==> src/rtl/rng_arb_pkg.sv <==
// Shared types and constants for the RNG request arbiter.
package rng_arb_pkg;

    localparam int RNG_W = 64;

    typedef enum logic [1:0] {
        FILL   = 2'd0,
        RESEED = 2'd1,
        SETTLE = 2'd2
    } arb_state_e;

endpackage

==> src/rtl/rng_arb_fifo.sv <==
// DEPTH x RNG_W word FIFO with push/pop/flush; head word is readable combinationally.
// A push while full is dropped unless a pop frees the slot in the same cycle.
module rng_arb_fifo
    import rng_arb_pkg::*;
#(
    parameter int DEPTH = 4
) (
    input  logic                   clk_i,
    input  logic                   rst_ni,
    input  logic                   push,
    input  logic [RNG_W-1:0]       push_data,
    input  logic                   pop,
    input  logic                   flush,
    output logic [RNG_W-1:0]       head_data,
    output logic [$clog2(DEPTH):0] level
);

    localparam int AW    = $clog2(DEPTH);
    localparam int LVL_W = $clog2(DEPTH) + 1;

    logic [RNG_W-1:0] mem [DEPTH];
    logic [AW-1:0]    wr_ptr_reg;
    logic [AW-1:0]    rd_ptr_reg;
    logic [LVL_W-1:0] level_reg;
    logic             full;
    logic             empty;
    logic             do_pop;
    logic             do_push;

    assign full    = (level_reg == LVL_W'(DEPTH));
    assign empty   = (level_reg == '0);
    assign do_pop  = pop && !empty;
    assign do_push = push && (!full || do_pop);

    always_ff @(posedge clk_i or negedge rst_ni) begin
        if (!rst_ni) begin
            wr_ptr_reg <= '0;
            rd_ptr_reg <= '0;
            level_reg  <= '0;
        end else if (flush) begin
            wr_ptr_reg <= '0;
            rd_ptr_reg <= '0;
            level_reg  <= '0;
        end else begin
            if (do_push) begin
                wr_ptr_reg <= wr_ptr_reg + AW'(1);
            end
            if (do_pop) begin
                rd_ptr_reg <= rd_ptr_reg + AW'(1);
            end
            level_reg <= level_reg + LVL_W'(do_push) - LVL_W'(do_pop);
        end
    end

    // Storage carries no reset; occupancy is tracked solely by the pointers.
    always_ff @(posedge clk_i) begin
        if (do_push && !flush) begin
            mem[wr_ptr_reg] <= push_data;
        end
    end

    assign head_data = mem[rd_ptr_reg];
    assign level     = level_reg;

endmodule

==> src/rtl/rng_req_arbiter.sv <==
// Hands out buffered RNG words round-robin, once each, and sequences periodic reseeding.
// Optional repetition health test enabled by defining RNG_ARB_HEALTH_EN.
module rng_req_arbiter
    import rng_arb_pkg::*;
#(
    parameter int NUM_REQ    = 4,
    parameter int DEPTH      = 4,
    parameter int RESEED_CNT = 256,
    parameter int SETTLE_CYC = 16
) (
    input  logic                   clk_i,
    input  logic                   rst_ni,
    input  logic                   rng_valid_i,
    input  logic [RNG_W-1:0]       rng_data_i,
    output logic                   reseed_o,
    input  logic                   force_reseed_i,
    input  logic [NUM_REQ-1:0]     req_i,
    output logic [NUM_REQ-1:0]     gnt_o,
    output logic [RNG_W-1:0]       data_o,
    output logic [$clog2(DEPTH):0] level_o,
`ifdef RNG_ARB_HEALTH_EN
    output logic                   health_err_o,
`endif
    output logic                   busy_o
);

    localparam int PTR_W = $clog2(NUM_REQ);
    localparam int CNT_W = $clog2(RESEED_CNT + 1);
    localparam int SET_W = $clog2(SETTLE_CYC + 1);

    arb_state_e             state_reg;
    logic [PTR_W-1:0]       rr_ptr_reg;
    logic [PTR_W-1:0]       rr_ptr_next;
    logic [CNT_W-1:0]       consumed_reg;
    logic [CNT_W-1:0]       consumed_next;
    logic [SET_W-1:0]       settle_reg;
    logic                   reseed_reg;
    logic                   busy_reg;

    logic [RNG_W-1:0]       fifo_head;
    logic [$clog2(DEPTH):0] fifo_level;
    logic                   fifo_empty;
    logic                   in_fill;
    logic                   push_en;
    logic                   grant_en;
    logic                   reseed_due;
    logic                   health_dup;
    logic                   health_trip;

    logic [NUM_REQ-1:0]     req_hi;
    logic [PTR_W-1:0]       gnt_idx;
    logic                   gnt_any;

    assign in_fill    = (state_reg == FILL);
    assign fifo_empty = (fifo_level == '0);

    // Requests at or above the pointer take priority; otherwise wrap to the lowest.
    generate
        for (genvar gi = 0; gi < NUM_REQ; gi++) begin : g_req_hi
            assign req_hi[gi] = req_i[gi] && (PTR_W'(gi) >= rr_ptr_reg);
        end
    endgenerate

    always_comb begin
        gnt_idx = '0;
        gnt_any = 1'b0;
        for (int i = NUM_REQ - 1; i >= 0; i--) begin
            if (req_i[i]) begin
                gnt_idx = PTR_W'(i);
                gnt_any = 1'b1;
            end
        end
        for (int i = NUM_REQ - 1; i >= 0; i--) begin
            if (req_hi[i]) begin
                gnt_idx = PTR_W'(i);
            end
        end
    end

    assign grant_en    = in_fill && !fifo_empty && gnt_any;
    assign rr_ptr_next = (gnt_idx == PTR_W'(NUM_REQ - 1)) ? '0 : gnt_idx + PTR_W'(1);

    generate
        for (genvar gi = 0; gi < NUM_REQ; gi++) begin : g_gnt
            assign gnt_o[gi] = grant_en && (gnt_idx == PTR_W'(gi));
        end
    endgenerate

    assign data_o = grant_en ? fifo_head : '0;

    always_comb begin
        consumed_next = consumed_reg;
        if (grant_en && (consumed_reg != CNT_W'(RESEED_CNT))) begin
            consumed_next = consumed_reg + CNT_W'(1);
        end
    end

    // Decision uses the post-grant count so the final grant still goes out.
    assign reseed_due = (consumed_next == CNT_W'(RESEED_CNT)) || force_reseed_i || health_trip;
    assign push_en    = in_fill && rng_valid_i && !health_dup;

`ifdef RNG_ARB_HEALTH_EN
    logic [RNG_W-1:0] last_word_reg;
    logic             last_vld_reg;
    logic [3:0]       rep_cnt_reg;
    logic             health_err_reg;
    logic             word_taken;

    assign health_dup  = in_fill && rng_valid_i && last_vld_reg && (rng_data_i == last_word_reg);
    assign health_trip = health_dup && (rep_cnt_reg >= 4'd2);
    assign word_taken  = push_en && ((fifo_level != ($clog2(DEPTH)+1)'(DEPTH)) || grant_en);

    always_ff @(posedge clk_i or negedge rst_ni) begin
        if (!rst_ni) begin
            last_word_reg  <= '0;
            last_vld_reg   <= 1'b0;
            rep_cnt_reg    <= '0;
            health_err_reg <= 1'b0;
        end else begin
            if (word_taken) begin
                last_word_reg <= rng_data_i;
                last_vld_reg  <= 1'b1;
                rep_cnt_reg   <= '0;
            end else if (health_dup && (rep_cnt_reg != 4'hF)) begin
                rep_cnt_reg <= rep_cnt_reg + 4'd1;
            end
            if (health_trip) begin
                health_err_reg <= 1'b1;
            end
        end
    end

    assign health_err_o = health_err_reg;
`else
    assign health_dup  = 1'b0;
    assign health_trip = 1'b0;
`endif

    always_ff @(posedge clk_i or negedge rst_ni) begin
        if (!rst_ni) begin
            state_reg    <= FILL;
            rr_ptr_reg   <= '0;
            consumed_reg <= '0;
            settle_reg   <= '0;
            reseed_reg   <= 1'b0;
            busy_reg     <= 1'b0;
        end else begin
            case (state_reg)
                FILL: begin
                    if (grant_en) begin
                        rr_ptr_reg <= rr_ptr_next;
                    end
                    consumed_reg <= consumed_next;
                    if (reseed_due) begin
                        state_reg  <= RESEED;
                        reseed_reg <= 1'b1;
                        busy_reg   <= 1'b1;
                    end
                end
                RESEED: begin
                    state_reg    <= SETTLE;
                    reseed_reg   <= 1'b0;
                    consumed_reg <= '0;
                    settle_reg   <= '0;
                end
                SETTLE: begin
                    if (settle_reg == SET_W'(SETTLE_CYC - 1)) begin
                        state_reg  <= FILL;
                        busy_reg   <= 1'b0;
                        settle_reg <= '0;
                    end else begin
                        settle_reg <= settle_reg + SET_W'(1);
                    end
                end
                default: begin
                    state_reg  <= FILL;
                    reseed_reg <= 1'b0;
                    busy_reg   <= 1'b0;
                end
            endcase
        end
    end

    rng_arb_fifo #(
        .DEPTH(DEPTH)
    ) u_fifo (
        .clk_i    (clk_i),
        .rst_ni   (rst_ni),
        .push     (push_en),
        .push_data(rng_data_i),
        .pop      (grant_en),
        .flush    (state_reg == RESEED),
        .head_data(fifo_head),
        .level    (fifo_level)
    );

    assign reseed_o = reseed_reg;
    assign busy_o   = busy_reg;
    assign level_o  = fifo_level;

endmodule

==> config.mk <==
export PLATFORM = sky130hd
export DESIGN_NAME = rng_req_arbiter
export DESIGN_NICKNAME = d
export VERILOG_FILES = /design/src/rtl/rng_arb_pkg.sv /design/src/rtl/rng_arb_fifo.sv /design/src/rtl/rng_req_arbiter.sv
export SDC_FILE = /design/constraint.sdc
export NUM_CORES = 1
export LEC_CHECK = 0
export CAP_MARGIN = 5
export CORE_MARGIN = 4
export CORE_UTILIZATION = 50
export DETAILED_ROUTE_END_ITERATION = 6
export PLACE_DENSITY = 0.73
export SLEW_MARGIN = 0
export SYNTH_ARGS = -nofsm -noshare
export SYNTH_HDL_FRONTEND = slang
export SYNTH_SLANG_ARGS = --single-unit
==> constraint.sdc <==
create_clock -name clk_i -period 8.9 [get_ports clk_i]
set_input_delay 0.89 -clock clk_i [delete_from_list [all_inputs] [get_ports clk_i]]
set_output_delay 0.89 -clock clk_i [all_outputs]
set_load 0.1 [all_outputs]
==> flow_summary_export.csv, run 1 <==
group,metric,value,unit
run_status,status,"finished, final reports clean",
clocking,number_of_cts_inserted_buffers,29,
clocking,post_cts_buffers,0,
die,initial_core_util,50.79,%
finish,final-instance-count-excl-fill,1060,
die,area_of_the_die,25410,um2
clocking,clock_tree_from_tritoncts,"done",
clocking,clockBufferDepth,3,
critical_path,arrival,4050,ps
global_route,grtUsageTotal,17.88,%
sta,final.period_utilization,55.51,%
global_route,first_global_vias,6552,
finish,largest_register_ff_count,256,
routing,drtIter0Drc,493,
synth,synth.lib_cells_used.distinct,52,
global_route,grt_start_max_net_pins,71,
worst_hold_path,worstHoldPathType,"reg2reg",
routing,antenna_violating_nets_post_route,0,
critical_path,crit_path_required_time,8010,ps
synth,synth_flop_cell,"sky130_fd_sc_hd__edfxtp_1",
finish,n_diodes,0,
place,numPlacedInstances,1008,
clocking,postCtsResizedCells,0,
sta,fin_tns_setup,0,ps
routing,detailedRoute.firstPassIterationCount,5,
die,chipWidth,159.4,um
clocking,clkTransAtPathRegs,60,ps
clocking,worstSkewPairLatency,530,ps
sta,slew_headroom,31.64,%
synth,postSynth.asyncResetShare,9.541,%
finish,num-nets-final,843,
sta,maxSlewViolCount,0,
synth,ys_warn_count,0,
finish,final_common_cell,"sky130_fd_sc_hd__edfxtp_1",
place,finalWeightedCongestion,0.7739,
sta,final_hold_viol_count,0,
critical_path,worst-path-max-fanout,37,
sta,rsz0062_at_grt,"no",
sta,fmaxAchievable,0.2024,GHz
sta,report.final.setup_viol,0,
routing,drc,0,
finish,area_occupied_by_registers,8371,um2
critical_path,critPathKind,"reg2out",
finish,layout.cells.most_common_list,"sky130_fd_sc_hd__edfxtp_1 (256), sky130_fd_sc_hd__clkdlybuf4s50_1 (144), sky130_fd_sc_hd__and3_1 (68)",
sta,tightest_slew,1025,ps
critical_path,critical_path.endpoint_type,"output port",
routing,wl,22920,um
synth,number_of_synthesized_flops_with_an_enable_pin,256,
synth,postSynthRegisterBits,283,
finish,layout_cells_sized_above_1,15.74,%
routing,vias,6137,
global_route,grt_pass1_wl,36420,um
clocking,clockRootBuffer,"sky130_fd_sc_hd__clkbuf_16",
critical_path,start_kind,"flop",
flow_run,total_of_max_cap_violations,0,
place,count_of_buffers_from_port_buffering,144,
synth,post_synth.cell_area_avg,18.82,um2
routing,average_vias_per_placed_instance,5.790,
clocking,holdBufCountCts,0,
finish,number_of_fill_cells,1601,
place,dp_hpwl,13120,um
sta,fin_crit,4940,ps
clocking,cts_sinks,283,
die,fp.dieH,159.4,um
global_route,initial_antenna_violation_count,1,
synth,count_of_mapped_cells_out_of_synthesis,609,
finish,multi_input_area,2883,um2
finish,syn_to_final_growth,22.39,%
die,core,22570,um2
sta,timing.clock.skew,14.33,ps
synth,yosysSeqAreaShare,72.95,%
clocking,htreeDepth,1,
routing,wl_per_cell,21.63,um
synth,synth_nets,698,
global_route,grt_overflow_total,0,
synth,netlist_area,11460,um2
die,floorplan.io_pins,145,
die,core.rowCount,55,
-- cell usage after synthesis, types with 4 or more instances --
master                     number  area, um2
sky130_fd_sc_hd__edfxtp_1     256       7687
sky130_fd_sc_hd__and3_1        68      425.4
sky130_fd_sc_hd__mux4_2        64       1441
sky130_fd_sc_hd__dfrtp_1       27      675.7
sky130_fd_sc_hd__clkbuf_1      22      82.58
sky130_fd_sc_hd__nor2_1        21      78.83
sky130_fd_sc_hd__inv_1         19      71.32
sky130_fd_sc_hd__ha_1          16      200.2
sky130_fd_sc_hd__nand2_1       13      48.80
sky130_fd_sc_hd__o21ai_0       10      50.05
sky130_fd_sc_hd__xnor2_1       10      87.58
sky130_fd_sc_hd__nand3_1        7      35.03
sky130_fd_sc_hd__a21oi_1        6      30.03
sky130_fd_sc_hd__nand4_1        5      31.28
sky130_fd_sc_hd__and2_1         4      25.02
sky130_fd_sc_hd__buf_1          4      15.01
sky130_fd_sc_hd__buf_2          4      20.02
sky130_fd_sc_hd__mux2i_1        4      40.04
sky130_fd_sc_hd__nor3_1         4      20.02
-- per-layer routing --
layer / up-vias / global-route usage (%) / wire (um)
li1: 2729 / - / -
met1: 3160 / 23.55 / 9516
met2: 218 / 30.96 / 11430
met3: 28 / 4.478 / 1690
met4: 2 / 3.116 / 272
met5: - / 0 / 13
-- area by class of cell --
type / instances / share of cell area [%]
Tap cell: 285 / 2.542
Inverter: 19 / 0.5083
Sequential cell: 283 / 59.66
Multi-Input combinational cell: 274 / 20.55
Clock inverter: 18 / 0.9988
Clock buffer: 34 / 5.306
Timing Repair Buffer: 147 / 10.43
-- worst paths after layout --
kind                               start                    to  slack (ps)  cells past startpoint
setup reg to reg            state_reg[1]       u_fifo.level[2]        5150                     13
hold / removal             settle_reg[3]         settle_reg[3]         520                      1
setup / recovery            state_reg[1]             data_o[0]        3960                      6
max in group asynchronous         rst_ni  u_fifo.rd_ptr_reg[1]        7850                      2
min in group asynchronous         rst_ni       consumed_reg[7]         750                      2
hold reg to reg            settle_reg[3]         settle_reg[3]         520                      1
-- per-stage QoR --
stage	cell area [um2]	util, %	setup slack, ps	hold slack [ps]
4_1_cts	14030	62.16	3942	516.8
5_1_grt	14030	62.16	3792	532.9
2_1_floorplan	11460	-	5261	452.1
6_report	14030	62.16	3960	516.1
3_3_place_gp	13150	58.24	4474	470.3
3_5_place_dp	13150	58.24	4430	502.7
-- cells by family (layout without fill, tap and decap cells) --
group | count (synthesis) | after routing | synth area share [%]
buf+inv | 52 | 218 | 1.986
compound gates | 35 | 35 | 2.063
simple gates | 142 | 142 | 7.237
mux | 68 | 68 | 12.92
fa+ha+maj | 17 | 17 | 1.921
xor+xnor | 12 | 12 | 0.9168
flops | 283 | 283 | 72.95
-- worst max-delay path: stages (launching register included) --
cell	delay, ps
sky130_fd_sc_hd__dfrtp_1	390
sky130_fd_sc_hd__inv_1	140
sky130_fd_sc_hd__ha_1	370
sky130_fd_sc_hd__o31a_2	640
sky130_fd_sc_hd__buf_4	510
sky130_fd_sc_hd__and3_1	280
sky130_fd_sc_hd__clkdlybuf4s50_1	1150
Power of run 1 is not shown: default switching activity piles up to over one toggle a cycle in this logic, so the estimate is an artifact.
==> inputs of run 2 (changes only) <==
==> constraint.sdc (replaced) <==
create_clock -name clk_i -period 4.67 [get_ports clk_i]
set_input_delay 0.467 -clock clk_i [delete_from_list [all_inputs] [get_ports clk_i]]
set_output_delay 0.467 -clock clk_i [all_outputs]
set_load 0.1 [all_outputs]
==> run 2 against run 1 <==
Net effect: via count is 0.86% lower; wire length is 0.79% lower; final cell count is 0.19% higher; clock skew is 5.6 ps lower.
==> flow_summary_export.csv, run 2 (same netlist as run 1, synthesis figures left out) <==
group,metric,value,unit
clocking,post_cts_buffers,0,
finish,final_common_cell,"sky130_fd_sc_hd__edfxtp_1",
sta,tightest_slew,1078,ps
critical_path,worst-path-max-fanout,41,
sta,timing.clock.skew,8.775,ps
finish,multi_input_area,2883,um2
die,floorplan.io_pins,145,
die,initial_core_util,50.79,%
clocking,cts_sinks,283,
place,dp_hpwl,13140,um
sta,rsz0062_at_grt,"no",
die,fp.dieH,159.4,um
critical_path,cp.depth,6,
die,chipWidth,159.4,um
clocking,clkTransAtPathRegs,60,ps
die,core.rowCount,55,
critical_path,worstPathBufferInverterCount,3,
flow_run,total_of_max_cap_violations,0,
sta,maxSlewViolCount,0,
routing,drtIter0Drc,397,
routing,drc,0,
routing,wl_per_cell,21.41,um
finish,layout_cells_sized_above_1,24.10,%
global_route,grt_start_max_net_pins,71,
clocking,clock_tree_from_tritoncts,"done",
clocking,postCtsResizedCells,0,
clocking,htreeDepth,1,
clocking,worstSkewPairLatency,530,ps
finish,largest_register_ff_count,256,
sta,report.final.setup_viol,0,
clocking,clockRootBuffer,"sky130_fd_sc_hd__clkbuf_16",
critical_path,critPathKind,"reg2out",
critical_path,critical_path.endpoint_type,"output port",
sta,slew_headroom,28.10,%
global_route,grt_pass1_wl,36580,um
critical_path,arrival,3110,ps
finish,syn_to_final_growth,21.33,%
global_route,initial_antenna_violation_count,3,
finish,num-nets-final,843,
critical_path,start_kind,"flop",
finish,layout.cells.most_common_list,"sky130_fd_sc_hd__edfxtp_1 (256), sky130_fd_sc_hd__clkdlybuf4s50_1 (76), sky130_fd_sc_hd__buf_4 (72)",
routing,average_vias_per_placed_instance,5.729,
critical_path,critical_path.cell_chain,"inv_1, ha_1, o31a_2, buf_4, and3_1, buf_4",
routing,vias,6084,
critical_path,critical-path-top-delay-family,"buffers and inverters",
critical_path,crit_path_required_time,4200,ps
critical_path,cpMaxStageDelayCell,"sky130_fd_sc_hd__o31a_2",
routing,detailedRoute.firstPassIterationCount,5,
critical_path,worstRegToRegCells,9,
finish,number_of_fill_cells,1659,
clocking,holdBufCountCts,0,
global_route,grtUsageTotal,17.95,%
finish,area_occupied_by_registers,8371,um2
global_route,first_global_vias,6592,
critical_path,r2r_slack,1530,ps
critical_path,crit_top_cell,"sky130_fd_sc_hd__buf_4",
routing,antenna_violating_nets_post_route,0,
die,core,22570,um2
critical_path,largest_incremental_delay_on_the_critical_path,600,ps
global_route,grt_overflow_total,0,
die,area_of_the_die,25410,um2
place,count_of_buffers_from_port_buffering,144,
routing,wl,22740,um
place,finalWeightedCongestion,0.8310,
clocking,number_of_cts_inserted_buffers,28,
sta,final.period_utilization,76.56,%
clocking,clockBufferDepth,3,
run_status,status,"finished, final reports clean",
sta,final_hold_viol_count,0,
worst_hold_path,worstHoldPathType,"in2async",
sta,fmaxAchievable,0.2797,GHz
sta,fin_crit,3575,ps
sta,fin_tns_setup,0,ps
run 2: cell types whose count changed in the layout (fill, tap and decap cells not counted), sizes merged:
| cell | before | now |
|---|---|---|
| buf | 3 | 72 |
| clkdlybuf4s50 | 144 | 76 |
| bufinv | 2 | 4 |
| clkinvlp | 2 | 1 |
| diode | 0 | 1 |
| inv | 20 | 19 |
run 2: final cells by class:
| cell class | count | area share [%] |
|---|---|---|
| sequential | 283 | 60.18 |
| multi-input combinational | 274 | 20.73 |
| timing repair buffer | 148 | 9.356 |
| clock buffer | 34 | 5.353 |
| tap | 285 | 2.564 |
| clock inverter | 18 | 1.286 |
| inverter | 19 | 0.5128 |
| antenna | 1 | 0.01799 |
run 2: metal layers:
metal	vias to the layer above	routed length, um	GRT usage (%)
li1	2729	-	-
met1	3116	9297	23.75
met2	200	11310	30.41
met3	35	1688	4.815
met4	4	419	3.748
met5	-	26	0
run 2: worst paths after layout:
path | start | endpoint
hold reg to reg | settle_reg[3] | settle_reg[3]
min in group clk_i | settle_reg[3] | settle_reg[3]
hold / removal | rst_ni | u_fifo.rd_ptr_reg[0]
setup reg to reg | state_reg[1] | state_reg[0]
max in group asynchronous | rst_ni | u_fifo.rd_ptr_reg[1]
setup / recovery | state_reg[1] | data_o[41]
run 2: through the flow:
stage                     utilization, %  hold slack [ps]  setup WS (ps)  area (um2)  instances
after floorplan                        -            171.4           1031       11460        609
after global placement             57.52            470.0           1219       12980       1009
after detailed placement           57.52            508.5           1152       12980       1009
after CTS                          61.61            314.7           1007       13910       1061
after global routing               61.62            359.4          872.3       13910       1062
final                              61.62            323.8           1095       13910       1062
Power of run 2 is left out for the same reason.
==> inputs of run 3 (changes only) <==
==> constraint.sdc (replaced) <==
create_clock -name clk_i -period 3.3 [get_ports clk_i]
set_input_delay 0.33 -clock clk_i [delete_from_list [all_inputs] [get_ports clk_i]]
set_output_delay 0.33 -clock clk_i [all_outputs]
set_load 0.1 [all_outputs]
==> run 3 against run 2 <==
Net effect: first-iteration DRC count rose by 12%; non-clock buffer count rose by 17; global-route usage rose by 0.97 points; clock skew fell by 1.7 ps; critical path depth did not move; worst hold slack got worse by 62 ps; register-to-register slack got worse by 1100 ps; clock-buffer cell count rose by 7; largest cell class unchanged; highest routed layer is now met4.
==> flow_summary_export.csv, run 3 (same netlist as run 1, synthesis figures left out) <==
group,metric,value,unit
critical_path,worstReg2RegEnd,"state_reg[0]",
finish,n_diodes,0,
sta,slew_headroom,34.31,%
finish,layout_cells_sized_above_1,27.04,%
global_route,first_global_vias,6831,
die,core.rowCount,55,
finish,largest_register_ff_count,256,
global_route,grtUsageMet2,32.71,%
flow_run,total_of_max_cap_violations,0,
clocking,clock_tree_from_tritoncts,"done",
clocking,clockRootBuffer,"sky130_fd_sc_hd__clkbuf_16",
place,numPlacedInstances,1026,
critical_path,worst_r2r_startpoint,"state_reg[1]",
global_route,met1_grt_util,25.06,%
sta,final_hold_viol_count,0,
finish,layout.cells.most_common_list,"sky130_fd_sc_hd__edfxtp_1 (256), sky130_fd_sc_hd__buf_12 (78), sky130_fd_sc_hd__clkdlybuf4s50_1 (76)",
global_route,initial_antenna_violation_count,0,
global_route,grtUsageTotal,18.92,%
pwr,ir_worst_vdd,0.9075,mV
routing,drtIter0Drc,443,
critical_path,critical-path-top-delay-family,"buffers and inverters",
pwr,power.leakage,5.327,nW
sta,fin_crit,3154,ps
critical_path,worstPathBufferInverterCount,3,
critical_path,crit_path_required_time,2970,ps
critical_path,worst-path-max-fanout,69,
routing,vias,6233,
routing,wl,23890,um
critical_path,worstRegToRegCells,9,
place,finalWeightedCongestion,0.8273,
die,fp.dieH,159.4,um
pwr,pwr_density_cell,1040,nW/um2
clocking,holdBufCountCts,0,
clocking,clkTransAtPathRegs,70,ps
global_route,globalRouteMet3Util,3.909,%
finish,syn_to_final_growth,31.19,%
critical_path,start_kind,"flop",
global_route,grt_start_max_net_pins,70,
clocking,postCtsResizedCells,0,
finish,final-instance-count-excl-fill,1080,
critical_path,critical_path.endpoint_type,"output port",
routing,average_vias_per_placed_instance,5.771,
critical_path,arrival,2820,ps
routing,drc,0,
clocking,post_cts_buffers,0,
critical_path,r2r_slack,450,ps
routing,wl_per_cell,22.12,um
sta,rsz0062_at_grt,"no",
sta,final.period_utilization,95.57,%
place,place_area,14090,um2
sta,report.final.setup_viol,0,
critical_path,largest_incremental_delay_on_the_critical_path,580,ps
critical_path,critPathKind,"reg2out",
pwr,totalPowerFinal,15.65,mW
worst_hold_path,worstHoldPathType,"in2async",
clocking,worstSkewPairLatency,530,ps
clocking,clockBufferDepth,3,
sta,fmaxAchievable,0.3171,GHz
place,count_of_buffers_from_port_buffering,144,
die,core,22570,um2
clocking,number_of_cts_inserted_buffers,29,
sta,tightest_slew,982.3,ps
run_status,status,"finished, final reports clean",
finish,postLayoutCellArea,15040,um2
routing,antenna_violating_nets_post_route,0,
die,floorplan.io_pins,145,
clocking,htreeDepth,1,
clocking,cts_sinks,283,
sta,timing.clock.skew,7.090,ps
critical_path,critical_path.cell_chain,"inv_1, ha_1, o31a_2, buf_4, and3_1, buf_12",
finish,final_common_cell,"sky130_fd_sc_hd__edfxtp_1",
global_route,grt_pass1_wl,38240,um
place,dp_hpwl,14800,um
die,initial_core_util,50.79,%
critical_path,cpMaxStageDelayCell,"sky130_fd_sc_hd__buf_4",
finish,num-nets-final,861,
sta,maxSlewViolCount,0,
die,chipWidth,159.4,um
die,area_of_the_die,25410,um2
sta,fin_tns_setup,0,ps
global_route,grt_busiest_layer,"met2",
critical_path,cp.depth,6,
global_route,grt_overflow_total,0,
routing,detailedRoute.firstPassIterationCount,5,
-- run 3: cell count changes in the layout (fill, tap and decap cells not counted), sizes merged --
cell,delta
buf,+17
clkbuf,+7
clkinv,-4
diode,-1
inv,+1
bufinv,-2
-- run 3: worst max-delay path by stage --
stage,start,to
floorplan,u_fifo.level[1],u_fifo.mem[0][0]
finish,state_reg[1],data_o[39]
detailed placement,req_i[3],u_fifo.level[2]
global route,state_reg[1],data_o[36]
CTS,state_reg[1],data_o[63]
global placement,req_i[3],u_fifo.level[2]
-- run 3: metrics by stage --
stage               util [%]  worst slack (ps)  hold slack (ps)
finish                 66.63             146.1            261.5
detailed placement     62.41             374.3            499.9
CTS                    66.63             140.5            266.6
floorplan                  -             360.0            34.41
global route           66.63             36.06            315.0
global placement       62.41             464.8            471.8
-- run 3: layer usage --
layer,part of all wire (%),wire length [um]
met5,0,0
met4,2.0,469
met3,5.8,1376
met2,51,12250
met1,41,9793
-- run 3: cell type report --
cell class                      instances  area (um2)
Clock buffer                           41       820.8
Clock inverter                         13       132.6
Fill cell                            1440        7532
Inverter                               19       71.32
Multi-Input combinational cell        274        2883
Sequential cell                       283        8371
Tap cell                              285       356.6
Timing Repair Buffer                  165        2405
-- run 3: where the power goes --
| part | internal [mW] | total (mW) | leakage (nW) | switching [mW] |
|---|---|---|---|---|
| Sequential | 4.40 | 4.68 | 2.67 | 0.286 |
| Clock | 1.89 | 3.19 | 0.470 | 1.29 |
| Combinational | 2.84 | 7.78 | 2.19 | 4.94 |
(Power assumes the default switching activity.)
